**config.mk**
```make
export PLATFORM = sky130hd
export DESIGN_NAME = spi_master
export DESIGN_NICKNAME = d
export VERILOG_FILES = /design/src/rtl/spi_master.sv
export SDC_FILE = /design/constraint.sdc
export NUM_CORES = 1
export LEC_CHECK = 0
export BUFFER_PORTS_ARGS = -buffer_cell sky130_fd_sc_hd__buf_4
export CAP_MARGIN = 20
export CORE_MARGIN = 2
export CORE_UTILIZATION = 50
export CTS_CLUSTER_DIAMETER = 60
export DETAILED_ROUTE_END_ITERATION = 7
export GPL_TIMING_DRIVEN = 0
export HOLD_SLACK_MARGIN = 0.02
export PLACE_DENSITY = 0.72
export SYNTH_ARGS = -nofsm -noshare
export SYNTH_HDL_FRONTEND = slang
export SYNTH_SLANG_ARGS = --single-unit
```
**constraint.sdc**
```tcl
create_clock -name clk -period 3.2 [get_ports clk]
set_clock_uncertainty 0.15 [all_clocks]
set_input_delay 0.16 -clock clk [delete_from_list [all_inputs] [get_ports clk]]
set_output_delay 0.16 -clock clk [all_outputs]
set_load 0.05 [all_outputs]
```
**src/rtl/spi_master.sv**
```systemverilog
// rtl/spi_master.sv - 10-bit command SPI initiator sharing clk with the slave, with read-back of one byte
module spi_master #(
    parameter int RD_WAIT = 2,
    parameter int GAP     = 1
) (
    input  logic       clk,
    input  logic       rst,
    input  logic       cmd_valid,
    input  logic [9:0] cmd_data,
    output logic       cmd_ready,
    output logic       SS_n,
    output logic       MOSI,
    input  logic       MISO,
    output logic       rd_valid,
    output logic [7:0] rd_data,
    output logic       busy
);

    typedef enum logic [2:0] {
        S_IDLE,
        S_START,
        S_CMD,
        S_SHIFT,
        S_WAIT,
        S_READ,
        S_STOP
    } state_t;

    // Reload values: each timed state runs until its down-counter hits zero.
    localparam logic [3:0] SHIFT_LOAD = 4'd9;
    localparam logic [3:0] READ_LOAD  = 4'd7;
    localparam logic [3:0] WAIT_LOAD  = 4'((RD_WAIT > 0) ? (RD_WAIT - 1) : 0);
    localparam logic [3:0] STOP_LOAD  = 4'(GAP - 1);

    state_t     state_q;
    state_t     state_d;
    logic [3:0] cnt_q;
    logic [3:0] cnt_d;
    logic [9:0] cmd_q;
    logic [7:0] rd_shift_q;
    logic       mosi_d;
    logic       is_rd_data;
    logic       last_read;

    assign cmd_ready  = (state_q == S_IDLE);
    assign busy       = !cmd_ready;
    assign is_rd_data = (cmd_q[9:8] == 2'b11);
    assign last_read  = (state_q == S_READ) && (cnt_q == 4'd0);

    // Next-state, counter reload and the MOSI value the next state will present
    always_comb begin
        state_d = state_q;
        cnt_d   = cnt_q;
        mosi_d  = 1'b0;
        case (state_q)
            S_IDLE: begin
                if (cmd_valid) begin
                    state_d = S_START;
                end
            end
            S_START: begin
                state_d = S_CMD;
            end
            S_CMD: begin
                state_d = S_SHIFT;
                cnt_d   = SHIFT_LOAD;
            end
            S_SHIFT: begin
                if (cnt_q == 4'd0) begin
                    if (!is_rd_data) begin
                        state_d = S_STOP;
                        cnt_d   = STOP_LOAD;
                    end else if (RD_WAIT > 0) begin
                        state_d = S_WAIT;
                        cnt_d   = WAIT_LOAD;
                    end else begin
                        state_d = S_READ;
                        cnt_d   = READ_LOAD;
                    end
                end else begin
                    cnt_d = cnt_q - 4'd1;
                end
            end
            S_WAIT: begin
                if (cnt_q == 4'd0) begin
                    state_d = S_READ;
                    cnt_d   = READ_LOAD;
                end else begin
                    cnt_d = cnt_q - 4'd1;
                end
            end
            S_READ: begin
                if (cnt_q == 4'd0) begin
                    state_d = S_STOP;
                    cnt_d   = STOP_LOAD;
                end else begin
                    cnt_d = cnt_q - 4'd1;
                end
            end
            S_STOP: begin
                if (cnt_q == 4'd0) begin
                    state_d = S_IDLE;
                end else begin
                    cnt_d = cnt_q - 4'd1;
                end
            end
            default: begin
                state_d = S_IDLE;
                cnt_d   = 4'd0;
            end
        endcase

        // The command bit in CMD is the op MSB; SHIFT walks the word MSB first.
        if (state_d == S_CMD) begin
            mosi_d = cmd_q[9];
        end else if (state_d == S_SHIFT) begin
            mosi_d = cmd_q[cnt_d];
        end
    end

    // State, counter and latched command word
    always_ff @(posedge clk) begin
        if (rst) begin
            state_q <= S_IDLE;
            cnt_q   <= 4'd0;
            cmd_q   <= 10'd0;
        end else begin
            state_q <= state_d;
            cnt_q   <= cnt_d;
            if (cmd_ready && cmd_valid) begin
                cmd_q <= cmd_data;
            end
        end
    end

    // Registered pins: driven from the next state so SS_n falls the cycle after acceptance
    always_ff @(posedge clk) begin
        if (rst) begin
            SS_n <= 1'b1;
            MOSI <= 1'b0;
        end else begin
            SS_n <= (state_d == S_IDLE) || (state_d == S_STOP);
            MOSI <= mosi_d;
        end
    end

    // MISO capture during READ only; result and strobe published on the last sample
    always_ff @(posedge clk) begin
        if (rst) begin
            rd_shift_q <= 8'd0;
            rd_data    <= 8'd0;
            rd_valid   <= 1'b0;
        end else begin
            rd_valid <= last_read;
            if (state_q == S_READ) begin
                rd_shift_q <= {rd_shift_q[6:0], MISO};
            end
            if (last_read) begin
                rd_data <= {rd_shift_q[6:0], MISO};
            end
        end
    end

endmodule
```
==> summary.txt, run 1 <==
Setup path
  – Type of origin of the critical path: flop
  – Cell-by-cell trace of the critical path: inv_1 > ha_1 > nor3b_4 > buf_12 > inv_4 > ha_1 > nor2_1 > a21oi_1 > a211o_1 > nand3_2 > mux2i_1 > mux2_2 > o22a_1
  – Most prevalent standard cell on the critical path: ha_1
  – Beginning of the critical path: cnt_q[0]
  – Number of cells on the worst reg-to-reg path: 13
  – FF-to-FF End: MOSI
  – Critical R2R Launch: cnt_q[0]
  – Class of the most critical setup path: reg2reg
  – Required time of the critical path: 3.28 ns
  – CP max FO: 7
  – Crit path capture type: flop
  – Largest delay contributor family on the critical path: compound AO/OA/AOI/OAI gates
  – Slowest cell delay on critical path: 0.39 ns
  – Critical path data arrival time: 2.84 ns
  – Number of buffer and inverter instances along the worst setup path: 3
  – Depth of the critical timing path with buffers and inverters included: 13
  – Last element of the critical path: MOSI
  – Worst path slowest cell: dfxtp_1
  – R2R Setup Slk: about 0.44 ns

Floorplan
  – Number of rows created at floorplan: 20
  – # IOs: 27
  – Die span in x: 61.7 um
  – Die footprint: 0.00381 mm2
  – Floorplan die height: 61.7 um
  – Initial standard-cell utilization of the core: 53.7%
  – Area of the placeable core: between 0.003 and 0.004 mm2

Timing
  – Final hold violation count: 0
  – Tightest Pin Transition: 0.585 ns
  – Setup total negative slack: 0 ns
  – Max-slew violation total from the final report: 0
  – Unrepaired setup endpoints after global routing: no
  – Timing-limited maximum frequency: 0.362 GHz
  – Post-layout min period: 2.76 ns
  – Worst relative slew slack: about three fifths
  – Worst hold-check slack: 0.0289 ns
  – Final clock period utilization by the worst path: 86.2%
  – Final setup violation count: 0

Synthesis
  – Sequential cell area fraction in the yosys report: 42.1%
  – Leading cell types by count after synthesis: 45 x nand2_1, 35 x dfxtp_1, 27 x a21oi_1
  – Yosys synthesis warning count: 0
  – Library cells used by synthesis: 43
  – Top_reg_cell synth: dfxtp_1
  – Top cell type's share of synthesized area: 42.1%
  – Post-synth net total: about 220
  – Number of flip-flops and latches in the synthesized netlist: 35
  – Netlist area before placement: 0.00167 mm2
  – Number of synthesized flops with an enable pin: 0
  – Most numerous cell in the Yosys netlist: nand2_1
  – Biggest area consumer among synthesized cells: dfxtp_1
  – Average footprint of a synthesized cell: between 8 and 9 um2
  – Async set or reset register ratio after synthesis: 0%
  – Post-Syn Instances: around 200
  – Cell types occupying the most area after synthesis: dfxtp_1 42%, nand2_1 10%, mux2i_1 9.0%

CTS
  – Total number of H-tree levels: 2
  – Num CTS Buffers: 5
  – Sink Count: 35
  – Clock transition time at the flip-flop clock pins of the worst setup and hold paths: around 0.10 ns
  – Clock Path Buffers: 2
  – Clock latency on the worst-skew pair: 0.33 ns
  – Root buf cell: clkbuf_4
  – TritonCTS clock tree: yes

Placed design
  – Placed Instances: about 270
  – DPL Wire Length: 2690 um
  – Cell area after placement: 0.00191 mm2
  – Port Buffers: 25
  – Placer Congestion: between 0.9 and 1

Drt
  – Overall routed net length: 3990 um
  – Top layer used by detailed routing: met4
  – Number of design rule violations left after detail routing: 0
  – Via count: 1570
  – Via/cell ratio: 5.32
  – Detailed Route Iter0 Violations: 112
  – Met3 routed wirelength: 156 um
  – Detailed Routing Iterations Pass 1: 4
  – Routed met2 length: between 2000 and 2500 um
  – Remaining antenna violation count: 0
  – Post-DR wirelength/cell: between 10 and 15 um
  – Wl on met1: about 1800 um

Final layout
  – Area taken by multi-input logic gates: 888 um2
  – Final std cells w/o fill: 295
  – Post-synthesis to final-layout area growth: 26.4%
  – Count of filler cells inserted in the layout: ~300
  – Final-stage net count: 267
  – Final standard cell area without fillers: 0.00211 mm2
  – Sequential cell area: around 700 um2
  – Fraction of final layout cells sized beyond drive strength 1: 17.5%
  – Ant diodes: 0

Global route
  – Number of antenna violations at the first check in global routing: 0
  – Global-route wire length before repair: 6530 um
  – Grt total ovfl: 0
  – Via count of the first global-routing pass: 1422
  – Aggregate global-route resource usage: 23.5%
  – Largest net degree at the start of global routing: 11

Flow run
  – MaxCap Viol Count: 0

Pwr
  – Peak supply drop: 0.000275 V
  – Leakage: 0.898 nW
  – PwrDens: 550 mW/mm2

Status
  – Run status: completed

Hold path
  – Worst Hold Path Cells: 4
  – Hold Path Class: in2reg
-- where the power goes --
group | switching [W] | internal (W) | leakage, nW
Clock | 0.000144 | 0.0000857 | 0.0293
Combinational | 0.000260 | 0.000181 | 0.584
Sequential | 0.0000233 | 0.000465 | 0.285
Total | 0.000427 | 0.000732 | 0.898
-- area by class of cell --
type | count | area share (%)
Clock buffer | 7 | 2.14
Clock inverter | 1 | 0.238
Timing Repair Buffer | 39 | 15.9
Inverter | 6 | 1.19
Sequential cell | 35 | 33.3
Multi-Input combinational cell | 151 | 42.2
Buffer | 12 | 2.44
Tap cell | 44 | 2.61
-- flip-flops by register name (all words and copies together) (netlist names) --
name,count
MOSI,1
SS_n,1
cmd_q,10
cnt_q,4
rd_data,8
rd_shift_q,7
rd_valid,1
state_q,3
-- placed cells by master, fill, tap and decap left out, types with 2 or more instances in the layout --
cell type and instances:
a21oi_1 27, nand4_1 2, clkbuf_4 5, ha_1 3
nor3_1 3, dfxtp_1 35, buf_4 26, inv_1 4
a211o_1 2, or4_1 2, nand2_1 45, clkbuf_1 8
xnor2_1 2, nor2_1 17, buf_2 5, mux2i_1 15
dlygate4sd3_1 12, o21ai_0 5, nor2b_1 2, nand3_1 2
a2111oi_0 2
-- worst reg2reg max path, delay by kind of cell (launching register included) --
kind / cells / cell delay, ns
AOI/OAI and AO/OA: 3 / 0.52
and+or+nand+nor: 3 / 0.48
adders and majority gates: 2 / 0.42
DFF: 1 / 0.39
muxes: 2 / 0.38
buffers and inverters: 3 / 0.33
-- worst min-delay path by stage --
stage	slack, ns	startpoint	to
after floorplan	0.15	cmd_data[0]	cmd_q[0]
after global placement	0.26	cmd_data[3]	cmd_q[3]
after detailed placement	0.26	MISO	rd_shift_q[0]
after CTS	0.02	cmd_valid	SS_n
after global routing	0.03	cmd_valid	SS_n
final	0.03	cmd_valid	SS_n
-- cell families after synthesis --
group	share of synthesized area (%)
XOR/XNOR	1.05
AND/OR/NAND/NOR	23.3
flip-flops	42.1
AO/OA/AOI/OAI	16.5
multiplexers	9.69
buffers and inverters	4.58
adder cells (fa/ha/maj)	2.86
-- through the flow --
step                total power, W  utilization [%]  worst slack [ns]
CTS                        0.00112             67.0             0.232
detailed placement        0.000885             61.5             0.270
global route               0.00121             67.9             0.217
finish                     0.00116             67.9             0.441
global placement          0.000874             61.5             0.346
floorplan                 0.000787                -             0.668
-- timing repair --
item	CTS	global route
setup buffers	0	2
resized for setup	0	0
hold buffers	12	0
endpoints found under the hold margin	14	0
setup endpoints to repair	0	1
-- metal layers --
layer	track usage, %	vias up
met5	0	-
met4	9.12	0
met3	3.93	2
met2	38.9	39
met1	30.8	728
li1	-	801
(Power assumes the default switching activity.)
==> run 2: changes to the inputs <==
==> constraint.sdc (replaced) <==
create_clock -name clk -period 2.55 [get_ports clk]
set_clock_uncertainty 0.15 [all_clocks]
set_input_delay 0.1275 -clock clk [delete_from_list [all_inputs] [get_ports clk]]
set_output_delay 0.1275 -clock clk [all_outputs]
set_load 0.05 [all_outputs]
==> summary.txt, run 2 (synthesis results as in run 1) <==
Drt
  – Remaining antenna violation count: 0
  – Met3 routed wirelength: 192 um
  – Routed met2 length: 1960 um
  – Detailed Route Iter0 Violations: 128
  – Via count: 1586
  – Post-DR wirelength/cell: 13.5 um
  – Top layer used by detailed routing: met4
  – Overall routed net length: 4020 um
  – Wl on met1: ~1800 um
  – Number of design rule violations left after detail routing: 0
  – Via/cell ratio: between 5 and 6
  – Detailed Routing Iterations Pass 1: 4

Hold path
  – Hold Path Class: reg2reg

Final layout
  – Final standard cell area without fillers: 0.00216 mm2
  – Count of filler cells inserted in the layout: 289
  – Regs by FF count: cmd_q x10, rd_data x8, rd_shift_q x7
  – Sequential cell area: 706 um2
  – Area taken by multi-input logic gates: roughly 920 um2
  – Final-stage net count: 270
  – Commonest non-fill, non-tap cell in the layout: nand2_1
  – Ant diodes: 0
  – Post-synthesis to final-layout area growth: 29.5%
  – Top library cells by usage in the layout, fill and taps aside: 45 x nand2_1, 33 x dfxtp_1, 29 x buf_4, 27 x a21oi_1, 17 x nor2_1
  – Fraction of final layout cells sized beyond drive strength 1: between 20% and 30%
  – Most flop-heavy register: cmd_q
  – Largest register FFs: 10

Timing
  – Post-layout min period: 2.45 ns
  – Tightest Pin Transition: 0.539 ns
  – Final hold violation count: 0
  – Final setup violation count: 0
  – Max-slew violation total from the final report: 0
  – Worst relative slew slack: 63.6%
  – Final clock period utilization by the worst path: roughly 96%
  – Timing-limited maximum frequency: 0.408 GHz

Setup path
  – Critical path data arrival time: between 2 and 3 ns
  – Class of the most critical setup path: reg2reg
  – Type of origin of the critical path: flop
  – CP max FO: 6
  – R2R Setup Slk: a little over 0.1 ns
  – Crit path capture type: flop
  – Required time of the critical path: 2.64 ns

Global route
  – Global-route wire length before repair: 6580 um
  – Aggregate global-route resource usage: approximately a quarter
  – Grt total ovfl: 0
  – Largest net degree at the start of global routing: 11
  – Number of antenna violations at the first check in global routing: 0
  – Via count of the first global-routing pass: 1428

CTS
  – Num CTS Buffers: 5
  – Total number of H-tree levels: 2
  – Clock Path Buffers: 2
  – Root buf cell: clkbuf_4
  – Clock latency on the worst-skew pair: 0.34 ns
  – TritonCTS clock tree: yes
  – Sink Count: 35
  – Clock transition time at the flip-flop clock pins of the worst setup and hold paths: approximately 0.1 ns

Flow run
  – MaxCap Viol Count: 0

Floorplan
  – Area of the placeable core: 0.00310 mm2
  – Number of rows created at floorplan: 20
  – Die span in x: 61.7 um
  – # IOs: 27
  – Initial standard-cell utilization of the core: 53.7%
  – Die footprint: 0.00381 mm2
  – Floorplan die height: slightly above 60 um

Status
  – Run status: completed

Pwr
  – Peak supply drop: 0.000342 V
  – PwrDens: approximately 680 mW/mm2
  – Leakage: 0.911 nW
  – Final total power: ~0.0015 W

Placed design
  – Placer Congestion: 0.918
  – Cell area after placement: 0.00191 mm2
  – Port Buffers: 25
  – DPL Wire Length: approximately 2700 um
-- run 2: final timing paths --
kind,start,endpoint,cells past startpoint
setup / recovery,cnt_q[0],MOSI,12
hold / removal,rd_data[6],rd_data[6],2
setup reg to reg,cnt_q[0],MOSI,12
hold reg to reg,rd_data[6],rd_data[6],2
-- run 2: final cells by class --
| type | instances | share of cell area (%) |
|---|---|---|
| plain buffers | 12 | 2.38 |
| clock buffers | 7 | 2.09 |
| clock inverters | 1 | 0.232 |
| inverters | 6 | 1.28 |
| multi-input cells | 151 | 42.6 |
| flip-flops and latches | 35 | 32.7 |
| well taps | 44 | 2.55 |
| repair buffers | 42 | 16.1 |
-- run 2: metrics by stage --
step | hold slack, ns | worst slack, ns | setup TNS (ns) | instances | util [%]
after floorplan | 0.113 | 0.0181 | 0 | 204 | -
after global placement | 0.225 | -0.304 | -0.304 | 273 | 61.5
after detailed placement | 0.232 | -0.380 | -0.380 | 273 | 61.5
after CTS | 0.312 | 0.0242 | 0 | 295 | 68.2
after global routing | 0.326 | -0.00300 | -0.00300 | 298 | 69.5
final | 0.313 | 0.101 | 0 | 298 | 69.5
-- run 2: critical path, cell delays in order, from the launching register on --
cell,delay (ns)
dfxtp_4,0.39
inv_4,0.07
ha_4,0.13
nor3b_4,0.27
inv_4,0.08
ha_1,0.18
nor2_1,0.08
a21oi_1,0.05
a211o_1,0.29
nand3_4,0.13
mux2i_2,0.24
nor4_2,0.07
o22a_1,0.20
-- run 2: power breakdown --
| group | switching (W) | leakage, nW | internal (W) |
|---|---|---|---|
| Clock | 0.000184 | 0.0293 | 0.000107 |
| Combinational | 0.000333 | 0.596 | 0.000234 |
| Sequential | 0.0000312 | 0.286 | 0.000586 |
-- run 2: metal layers --
| layer | track usage [%] | vias up |
|---|---|---|
| met3 | 3.73 | 7 |
| met5 | 0 | - |
| met4 | 9.12 | 0 |
| met1 | 30.8 | 726 |
| li1 | - | 808 |
| met2 | 39.7 | 45 |
-- run 2: what timing repair did --
| action | CTS | global route |
|---|---|---|
| setup buffers | 1 | 3 |
| gates resized for setup | 5 | 6 |
| hold buffers | 13 | 0 |
| setup endpoints to repair | 1 | 1 |
| endpoints found under the hold margin | 16 | 0 |
| pin swaps | 0 | 3 |
